===== src/rtl/des_round_ctrl.sv =====
// Round sequencer for an iterative single-round DES datapath: handshakes a block in,
// steps the datapath through ROUNDS rounds with per-round key rotation, and handshakes it out.
module des_round_ctrl #(
    parameter  int              ROUNDS    = 16,
    parameter  logic [ROUNDS-1:0] SHIFT_MAP = 16'h7EFC,
    localparam int              RW        = $clog2(ROUNDS)
) (
    input  logic          clk,
    input  logic          rst_n,
    input  logic          in_valid,
    output logic          in_ready,
    input  logic          in_decrypt,
    output logic          out_valid,
    input  logic          out_ready,
    input  logic          abort,
    output logic          dp_load,
    output logic          dp_round_en,
    output logic [RW-1:0] dp_round_idx,
    output logic [1:0]    dp_key_shift,
    output logic          dp_key_dir,
    output logic          busy
);

    typedef enum logic [1:0] {
        IDLE  = 2'd0,
        ROUND = 2'd1,
        DONE  = 2'd2
    } state_t;

    state_t        state, state_n;
    logic [RW-1:0] idx, idx_n;
    logic          dir_r;
    logic          accept;

    // Decrypt walks the encrypt schedule backwards as right rotates; its first
    // round needs no rotate because PC1 output is already aligned with K16.
    function automatic logic [1:0] key_shift(input logic dec, input logic [RW-1:0] i);
        logic [RW-1:0] j;
        j = RW'(ROUNDS) - i;
        if (!dec)
            return SHIFT_MAP[i] ? 2'd2 : 2'd1;
        else if (i == '0)
            return 2'd0;
        else
            return SHIFT_MAP[j] ? 2'd2 : 2'd1;
    endfunction

    always_ff @(posedge clk or negedge rst_n) begin
        if (!rst_n) begin
            state <= IDLE;
            idx   <= '0;
            dir_r <= 1'b0;
        end else begin
            state <= state_n;
            idx   <= idx_n;
            if (accept)
                dir_r <= in_decrypt;
        end
    end

    always_comb begin
        state_n     = state;
        idx_n       = idx;
        in_ready    = 1'b0;
        out_valid   = 1'b0;
        dp_round_en = 1'b0;
        case (state)
            IDLE: begin
                in_ready = 1'b1;
                if (in_valid) begin
                    state_n = ROUND;
                    idx_n   = '0;
                end
            end
            ROUND: begin
                dp_round_en = 1'b1;
                if (idx == RW'(ROUNDS - 1)) begin
                    state_n = DONE;
                    idx_n   = '0;
                end else begin
                    idx_n = idx + RW'(1);
                end
            end
            DONE: begin
                out_valid = 1'b1;
                in_ready  = out_ready;
                // Consume and reload may share an edge, so back-to-back blocks skip IDLE.
                if (out_ready) begin
                    state_n = in_valid ? ROUND : IDLE;
                    idx_n   = '0;
                end
            end
            default: begin
                state_n = IDLE;
                idx_n   = '0;
            end
        endcase
        if (abort) begin
            state_n  = IDLE;
            idx_n    = '0;
            in_ready = 1'b0;
        end
    end

    assign accept       = in_valid & in_ready;
    assign dp_load      = accept;
    assign dp_round_idx = idx;
    assign dp_key_shift = dp_round_en ? key_shift(dir_r, idx) : 2'd0;
    assign dp_key_dir   = dir_r;
    assign busy         = (state != IDLE);

endmodule

===== config.mk =====
export PLATFORM = sky130hd
export DESIGN_NAME = des_round_ctrl
export DESIGN_NICKNAME = d
export VERILOG_FILES = /design/src/rtl/des_round_ctrl.sv
export SDC_FILE = /design/constraint.sdc
export NUM_CORES = 1
export LEC_CHECK = 0
export ABC_AREA = 0
export BUFFER_PORTS_ARGS = -buffer_cell sky130_fd_sc_hd__buf_2
export CAP_MARGIN = 0
export CORE_AREA = 2 2 39 41
export CTS_CLUSTER_DIAMETER = 30
export CTS_CLUSTER_SIZE = 40
export DETAILED_ROUTE_END_ITERATION = 8
export DIE_AREA = 0 0 41 43
export PLACE_DENSITY = 0.75
export SLEW_MARGIN = 20
export SYNTH_ARGS = -nofsm -noshare
export SYNTH_HDL_FRONTEND = slang
export SYNTH_SLANG_ARGS = --single-unit

===== constraint.sdc =====
create_clock -name clk -period 4.15 [get_ports clk]
set_clock_uncertainty 0.1 [all_clocks]
set_input_delay 0.415 -clock clk [delete_from_list [all_inputs] [get_ports clk]]
set_output_delay 0.415 -clock clk [all_outputs]
set_load 0.005 [all_outputs]

==> results of run 1 <==
## report_power, final
part | switching (W) | internal [W] | total, W | leakage (nW)
Sequential | 0.00000803 | 0.0000729 | 0.0000810 | 0.0935
Clock | 0.0000212 | 0.0000364 | 0.0000577 | 0.0150
Combinational | 0.0000235 | 0.0000249 | 0.0000484 | 0.249
Total | 0.0000528 | 0.000134 | 0.000187 | 0.357
## sequential cells by signal, indices dropped and copies added, names as in the netlist
name	cells
dp_key_dir	1
dp_round_idx	4
state	2
## per-layer routing
layer | GRT usage (%) | vias up | routed length, um
li1 | - | 271 | -
met1 | 16.0 | 245 | 451
met2 | 23.1 | 9 | 550
met3 | 1.57 | 2 | 37
met4 | 10.0 | 0 | 12
met5 | 0 | - | 0
## area by class of cell
| type | instances | area share (%) |
|---|---|---|
| multi-input combinational | 50 | 49.4 |
| timing repair buffer | 18 | 14.5 |
| clock buffer | 4 | 4.01 |
| inverter | 4 | 2.29 |
| tap | 16 | 3.05 |
| sequential | 7 | 26.7 |
## final timing paths
path | startpoint | to | slack (ps) | depth (start not counted)
min in group asynchronous | rst_n | state[0] | 430 | 2
min reg2reg | state[1] | state[1] | 500 | 1
min | in_decrypt | dp_key_dir | 300 | 2
max reg2reg | dp_round_idx[0] | dp_round_idx[3] | 2670 | 5
max in group asynchronous | rst_n | dp_round_idx[1] | 3370 | 2
max | dp_round_idx[0] | dp_key_shift[0] | 1720 | 7
## cell usage in the layout, fill, tap and decap left out, types with 3 or more instances in the layout
cell type,n
sky130_fd_sc_hd__nand2_1,6
sky130_fd_sc_hd__buf_2,17
sky130_fd_sc_hd__o21ai_0,5
sky130_fd_sc_hd__nor3_1,3
sky130_fd_sc_hd__clkbuf_4,3
sky130_fd_sc_hd__ha_1,3
sky130_fd_sc_hd__nor2_1,9
sky130_fd_sc_hd__o21a_1,3
sky130_fd_sc_hd__inv_1,4
sky130_fd_sc_hd__dfrtp_1,7
## cells by family after synthesis
kind of cell | Yosys count | synth area share (%)
fa+ha+maj | 3 | 7.13
flops | 7 | 33.3
mux | 1 | 2.14
buf+inv | 6 | 5.22
simple gates | 29 | 28.5
compound gates | 17 | 23.8
## synthesized netlist by cell type, types with 2 or more instances
cell type and number:
sky130_fd_sc_hd__nor2_1 9, sky130_fd_sc_hd__dfrtp_1 7, sky130_fd_sc_hd__nand2_1 6, sky130_fd_sc_hd__o21ai_0 5, sky130_fd_sc_hd__inv_1 4, sky130_fd_sc_hd__ha_1 3, sky130_fd_sc_hd__nor3_1 3, sky130_fd_sc_hd__o21a_1 3
sky130_fd_sc_hd__a32o_1 2, sky130_fd_sc_hd__nand2b_1 2, sky130_fd_sc_hd__nor2b_1 2
## per-stage QoR
stage	area (sq um)	std cells	power [W]	util (%)
3_5_place_dp	619	94	0.000130	44.8
5_1_grt	656	99	0.000202	47.4
4_1_cts	656	99	0.000191	47.4
6_report	656	99	0.000187	47.4
3_3_place_gp	619	94	0.000129	44.8
2_1_floorplan	527	63	0.000111	-
==> impl_results.md, run 1 <==
- Buffers from clock root to sink, at most: 2
- Critical Path Start Type: flop
- CTS clk-pin slew, worst paths: 50 ps
- Total of hold buffers inserted after clock tree synthesis: 1
- Register bit count reported by yosys: 7
- Worst slew margin: 78.8%
- Clock tree from TritonCTS: yes
- Hold WS: 305 ps
- Buffers plus inverters on the worst setup path: 2
- Share of cells above drive strength 1: 31.3%
- Synthesized area per cell: 8.36 sq um
- Critical path required time: 3630 ps
- Count of flip-flops with a built-in enable after synthesis: 0
- Fin nets: 93
- GRT Total Usage: 14.2%
- Final Wtd Congestion: 0.699
- CTS Buf Count: 3
- Global-route wire length before repair: 1700 um
- Max-cap check violation count: 0
- Post-synth design cell area: 527 sq um
- Final-layout setup total negative slack: 0 ps
- Post-synth net total: 72
- Crit-path leading delay family: compound AO/OA/AOI/OAI gates
- Area used by sequential logic in the layout: 175 sq um
- Synthesis warning total: 0
- Width of the die: 41 um
- Least-Margin Pin Slew: 319 ps
- Path category of the worst min-delay check: primary input to flop
- Type of the worst setup path: flop to primary output
- Ordered list of cells on the worst path: inv_1 -> ha_1 -> and4b_1 -> a31oi_1 -> o211ai_2 -> a32o_1 -> buf_2
- Run status: finished, final reports clean
- Worst setup slack after layout: 1720 ps
- GRT overflow: 0
- Clock root buffer: sky130_fd_sc_hd__clkbuf_4
- Post-placement worst setup slack: 1970 ps
- Core area: 1380 sq um
- Number of resized instances in the post-cts repair step: 0
- Vias per cell: 5.32
- Share of the synthesized area in the top cell type: 33.3%
- Delay of the slowest cell on the worst path: 510 ps
- Cell with the largest stage delay on the worst path: sky130_fd_sc_hd__dfrtp_1
- Setup crit end kind: primary output
- Prevailing post-synth register cell: sky130_fd_sc_hd__dfrtp_1
- Cell Rows: 14
- Synthesized instance count: 63
- Clock latency on the worst-skew pair: 240 ps
- Worst-path maximum fanout: 10
- Effective utilization at floorplan: 38.1%
- Asr flop ratio synth: 100%
- Number of library cell types mapped by synthesis: 28
- Initial DRC Count: 2
- CTS Sinks: 7
- Signal arrival time at the worst endpoint: 1920 ps
- Pin count of the biggest net entering global routing: 13
- Die height: 43 um
- Slew Viols, Final: 0
- Final worst-path cycle share: 58.6%
- Proportion of synthesized chip area in sequential cells: 33.3%
- Initial antenna violation count: 0
- Via count: 527
- Number of endpoints with negative hold slack in the final report: 0
- Count of antenna diodes in the layout: 0
- Iteration count of the initial detailed-routing pass: 4
- Total wire length after detailed routing: 1050 um
- Total half-perimeter wirelength after legalization and detailed placement: 856 um
- Most area-hungry cell type in the Yosys netlist: sky130_fd_sc_hd__dfrtp_1
- FILL cells: 141
- Die outline area: 1760 sq um
- LEAKAGE: 0.357 nW
- Residual DRC count: 0
- Number of setup buffers added after CTS: 0
- Largest voltage drop on the vdd net: 179 uV
- Period minus WS final: 2430 ps
- Mean routed wirelength per cell: 10.6 um
- Total area of multi-input combinational cells: 324 sq um
- Final setup violating endpoints: 0
- I/O Buffers: 17
- Leading post-synthesis cells by cell area: sky130_fd_sc_hd__dfrtp_1 33%, sky130_fd_sc_hd__ha_1 7.1%, sky130_fd_sc_hd__nor2_1 6.4%, sky130_fd_sc_hd__o21ai_0 4.8%, sky130_fd_sc_hd__nand2_1 4.3%
- Setup repair after global routing missed its margin: no
- Io pins: 18
- Layout overhead on the synthesized area: 24.5%
- Power per cell area: 285 nW/um^2
- Antenna Violating Nets Remaining: 0
- Top achievable clock speed: 411 MHz
- Clock H-tree levels: 1
- Number of global-route vias before repair: 462
No activity file was read; power rests on OpenSTA's default activity.
==> run 2: changes to the inputs <==
==> constraint.sdc (replaced) <==
create_clock -name clk -period 2.41 [get_ports clk]
set_clock_uncertainty 0.1 [all_clocks]
set_input_delay 0.241 -clock clk [delete_from_list [all_inputs] [get_ports clk]]
set_output_delay 0.241 -clock clk [all_outputs]
set_load 0.005 [all_outputs]
==> run 2 against run 1 <==
Non-clock buffer count stayed put. Wire length is 1.0% higher. Sequential power rose by 72%. Sequential cell count unchanged. Critical path depth is the same. Die area did not move. Combinational power increased by 73%. Global-route usage barely moved. Critical path type unchanged. Largest power group unchanged.
==> impl_results.md, run 2 (synthesis results as in run 1) <==
- Buffers from clock root to sink, at most: 2
- Largest voltage drop on the vdd net: 301 uV
- Critical Path Start Type: flop
- Standard cell area after detailed placement: 619 sq um
- Clock root buffer: sky130_fd_sc_hd__clkbuf_4
- Worst slew margin: 78.6%
- Via count: 516
- Die outline area: 1760 sq um
- GRT overflow: 0
- Share of cells above drive strength 1: 31.3%
- Ordered list of cells on the worst path: inv_1 -> ha_1 -> and4b_1 -> a31oi_1 -> o211ai_2 -> a32o_1 -> buf_2
- Core area: 1380 sq um
- Vias per cell: 5.21
- Sum of routed wire segments on met1: 493 um
- Slew Viols, Final: 0
- Clock H-tree levels: 1
- Width of the die: 41 um
- Critical path required time: 2070 ps
- Path category of the worst min-delay check: primary input to flop
- Io pins: 18
- Mean routed wirelength per cell: 10.7 um
- Number of resized instances in the post-cts repair step: 0
- CTS Sinks: 7
- LEAKAGE: 0.357 nW
- Number of endpoints with negative hold slack in the final report: 0
- Flop-to-flop setup slack: 950 ps
- Effective utilization at floorplan: 38.1%
- Setup repair after global routing missed its margin: no
- Type of the worst setup path: flop to primary output
- CTS Buf Count: 3
- Final-layout setup total negative slack: 0 ps
- Final setup violating endpoints: 0
- Count of antenna diodes in the layout: 0
- Crit-path leading delay family: compound AO/OA/AOI/OAI gates
- GRT Total Usage: 14.2%
- Max-cap check violation count: 0
- Run status: finished, final reports clean
- Cell with the largest stage delay on the worst path: sky130_fd_sc_hd__dfrtp_1
- Fin nets: 93
- Residual DRC count: 0
- Period minus WS final: 2240 ps
- CTS clk-pin slew, worst paths: 50 ps
- Placed cell count: 94
- Number of global-route vias before repair: 435
- Top achievable clock speed: 446 MHz
- Initial antenna violation count: 0
- Most frequent cells in the layout: 17 x sky130_fd_sc_hd__buf_2, 9 x sky130_fd_sc_hd__nor2_1, 7 x sky130_fd_sc_hd__dfrtp_1
- Final Wtd Congestion: 0.699
- Worst-path maximum fanout: 10
- Least-Margin Pin Slew: 321 ps
- Finished Layout Cells: 99
- Top routing layer in use: met4
- Flip-flop count of the largest register after layout: 4
- Clock tree from TritonCTS: yes
- Detailed route wirelength on metal2: 527 um
- Most common library cell in the layout ignoring fill and taps: sky130_fd_sc_hd__buf_2
- Global-route wire length before repair: 1700 um
- Pin count of the biggest net entering global routing: 13
- Clock latency on the worst-skew pair: 240 ps
- Power per cell area: 490 nW/um^2
- Layout overhead on the synthesized area: 24.5%
- Final non-filler cell area: 656 sq um
- Setup crit end kind: primary output
- Met3 wire len: 29 um
- I/O Buffers: 17
- Buffers plus inverters on the worst setup path: 2
- Initial DRC Count: 7
- Antenna Violating Nets Remaining: 0
- Cell Rows: 14
- Total half-perimeter wirelength after legalization and detailed placement: 844 um
- Final worst-path cycle share: 93.1%
- Total wire length after detailed routing: 1060 um
- Iteration count of the initial detailed-routing pass: 4
- Signal arrival time at the worst endpoint: 1900 ps
- Die height: 43 um
- Delay of the slowest cell on the worst path: 490 ps
==> run 2: worst paths after layout <==
| path | cells past startpoint | start | end |
|---|---|---|---|
| worst max-delay path | 7 | dp_round_idx[0] | dp_key_shift[0] |
| worst min-delay path | 2 | in_decrypt | dp_key_dir |
| worst max register to register | 5 | dp_round_idx[0] | dp_round_idx[3] |
| worst min register to register | 1 | state[1] | state[1] |
| max in group asynchronous | 2 | rst_n | dp_round_idx[1] |
| min in group asynchronous | 2 | rst_n | dp_round_idx[2] |
==> run 2: layer usage <==
layer / global-route usage (%) / vias up
li1: - / 267
met1: 18.1 / 241
met2: 21.3 / 6
met3: 1.57 / 2
met4: 10.0 / 0
met5: 0 / -
==> run 2: repair_timing <==
item	CTS	global route
buffers inserted	0	0
endpoints found under the setup margin	0	0
hold endpoints to repair	7	0
hold buffers	1	0
==> run 2: area by class of cell <==
class	instances	area, sq um
well taps	16	20.0
clock buffers	4	26.3
fillers	135	728
inverters	4	15.0
multi-input cells	50	324
repair buffers	18	95.1
flip-flops and latches	7	175
==> run 2: stage by stage <==
| stage | util (%) | worst slack (ps) | hold slack, ps | power, W |
|---|---|---|---|---|
| after global routing | 47.4 | 28.8 | 127 | 0.000348 |
| final | 47.4 | 166 | 132 | 0.000321 |
| after global placement | 44.8 | 456 | -23.9 | 0.000222 |
| after CTS | 47.4 | 144 | 125 | 0.000329 |
| after floorplan | - | 613 | -155 | 0.000191 |
| after detailed placement | 44.8 | 399 | -23.2 | 0.000224 |
==> run 2: power by group <==
| group | switching, W | internal [W] |
|---|---|---|
| clock | 0.0000357 | 0.0000627 |
| combinational | 0.0000407 | 0.0000428 |
| sequential | 0.0000135 | 0.000126 |
==> run 3: changes to the inputs <==
--- a/config.mk
+++ b/config.mk
@@ -13,7 +13,7 @@
 export CTS_CLUSTER_SIZE = 40
 export DETAILED_ROUTE_END_ITERATION = 8
 export DIE_AREA = 0 0 41 43
-export PLACE_DENSITY = 0.75
+export PLACE_DENSITY_LB_ADDON = 0.2
 export SLEW_MARGIN = 20
 export SYNTH_ARGS = -nofsm -noshare
 export SYNTH_HDL_FRONTEND = slang
==> run 3 against run 2 <==
Sequential share of layout area is 0.14 points higher. Setup slack worse by 17 ps. Sequential cell count stayed put. Global-route usage is 1.2 points higher. Die area stayed put. Combinational power hardly changed. Worst hold slack better by 3.9 ps. Clock power is 4% higher. Wire length is 2.4% higher.
==> impl_results.md, run 3 (synthesis results as in run 1) <==
- Number of global-route vias before repair: 493
- Setup crit end kind: primary output
- Utilization of the core after routing: 47.5%
- Iteration count of the initial detailed-routing pass: 3
- Worst setup slack after layout: 149 ps
- Slew Viols, Final: 0
- Critical path required time: 2070 ps
- Flop-to-flop setup slack: 1000 ps
- Global-route wire length before repair: 1880 um
- Clock tree from TritonCTS: yes
- Clock root buffer: sky130_fd_sc_hd__clkbuf_4
- Top routing layer in use: met4
- Met3 wire len: 30 um
- Sum of routed wire segments on met1: 502 um
- Final Wtd Congestion: 0.752
- Final-layout setup total negative slack: 0 ps
- Final worst-path cycle share: 93.8%
- Final non-filler cell area: 657 sq um
- LEAKAGE: 0.356 nW
- Buffers from clock root to sink, at most: 2
- Initial DRC Count: 6
- Most common library cell in the layout ignoring fill and taps: sky130_fd_sc_hd__buf_2
- Mean routed wirelength per cell: 11.0 um
- Die outline area: 1760 sq um
- Effective utilization at floorplan: 38.1%
- Top achievable clock speed: 442 MHz
- Count of antenna diodes in the layout: 0
- I/O Buffers: 17
- Origin of the critical flop-to-flop path: dp_round_idx[0]
- Initial antenna violation count: 0
- Path category of the worst min-delay check: primary input to flop
- Post-placement worst setup slack: 413 ps
- Via count: 529
- Io pins: 18
- Core area: 1380 sq um
- Most frequent cells in the layout: 17 x sky130_fd_sc_hd__buf_2, 9 x sky130_fd_sc_hd__nor2_1, 6 x sky130_fd_sc_hd__nand2_1, 6 x sky130_fd_sc_hd__dfrtp_1, 5 x sky130_fd_sc_hd__o21ai_0
- Number of endpoints with negative hold slack in the final report: 0
- Final setup violating endpoints: 0
- Signal arrival time at the worst endpoint: 1920 ps
- Clock latency on the worst-skew pair: 240 ps
- Type of the worst setup path: flop to primary output
- Cell Rows: 14
- Pin count of the biggest net entering global routing: 13
- Count of cells along the worst register-to-register path: 5
- Flip-flop count of the largest register after layout: 4
- Antenna Violating Nets Remaining: 0
- Worst flop-to-flop path endpoint: dp_round_idx[3]
- Least-Margin Pin Slew: 345 ps
- First element of the critical path: dp_round_idx[1]
- Run status: finished, final reports clean
- Largest voltage drop on the vdd net: 301 uV
- Total half-perimeter wirelength after legalization and detailed placement: 862 um
- Vias per cell: 5.34
- Clock H-tree levels: 1
- CTS Buf Count: 3
- Total wire length after detailed routing: 1090 um
- Worst-path maximum fanout: 9
- GRT overflow: 0
- Layout overhead on the synthesized area: 24.7%
- Standard cell area after detailed placement: 619 sq um
- CTS clk-pin slew, worst paths: 50 ps
- Crit path to: dp_key_shift[0]
- Period minus WS final: 2260 ps
- Setup repair after global routing missed its margin: no
- Worst slew margin: 76.9%
- CTS Sinks: 7
- Residual DRC count: 0
- Max-cap check violation count: 0
- Power per cell area: 495 nW/um^2
- GRT Total Usage: 15.4%
- Share of cells above drive strength 1: 32.5%
- Width of the die: 41 um
- Fin nets: 93
- Die height: 43 um
- Critical Path Start Type: flop
- Detailed route wirelength on metal2: 543 um
==> run 3: metrics by stage <==
step,power [W],hold WS [ps],cells
CTS,0.000331,134,99
global placement,0.000223,-20.1,94
finish,0.000325,136,99
floorplan,0.000191,-155,63
global route,0.000354,138,99
detailed placement,0.000225,-17.7,94
==> run 3: timing repair <==
item | CTS | global route
setup buffers | 0 | 0
resized for setup | 0 | 1
hold buffers | 1 | 0
endpoints found under the setup margin | 0 | 1
hold endpoints to repair | 7 | 0
==> run 3: layout make-up <==
type	count	area, sq um
fill	145	727
multi-input combinational	50	324
sequential	7	176
timing repair buffer	18	95.1
clock buffer	4	26.3
tap	16	20.0
inverter	4	15.0
==> run 3: metal layers <==
| metal | global-route usage (%) | vias up |
|---|---|---|
| met3 | 1.57 | 2 |
| met4 | 10.0 | 0 |
| li1 | - | 268 |
| met2 | 23.8 | 6 |
| met5 | 0 | - |
| met1 | 19.3 | 253 |
==> run 3: worst min-delay path by stage <==
| stage | from | to | slack [ps] | depth (start not counted) |
|---|---|---|---|---|
| final | in_decrypt | dp_key_dir | 140 | 2 |
| after global routing | in_decrypt | dp_key_dir | 140 | 2 |
| after CTS | in_decrypt | dp_key_dir | 130 | 2 |
| after detailed placement | rst_n | dp_key_dir | -20 | 1 |
| after global placement | rst_n | dp_key_dir | -20 | 1 |
| after floorplan | rst_n | dp_key_dir | -150 | 0 |
==> run 3: critical path, cell delays in order (launching register included) <==
cell                       delay [ps]
sky130_fd_sc_hd__dfrtp_1          470
sky130_fd_sc_hd__inv_1            100
sky130_fd_sc_hd__ha_1             230
sky130_fd_sc_hd__and4b_1          200
sky130_fd_sc_hd__a31oi_1          180
sky130_fd_sc_hd__o211ai_2         120
sky130_fd_sc_hd__a32o_1           260
sky130_fd_sc_hd__buf_2            120
==> run 3: power by group <==
| part | switching, W | leakage (nW) | internal [W] |
|---|---|---|---|
| sequential | 0.0000140 | 0.0920 | 0.000126 |
| combinational | 0.0000409 | 0.249 | 0.0000428 |
| clock | 0.0000388 | 0.0150 | 0.0000629 |
| total | 0.0000938 | 0.356 | 0.000232 |
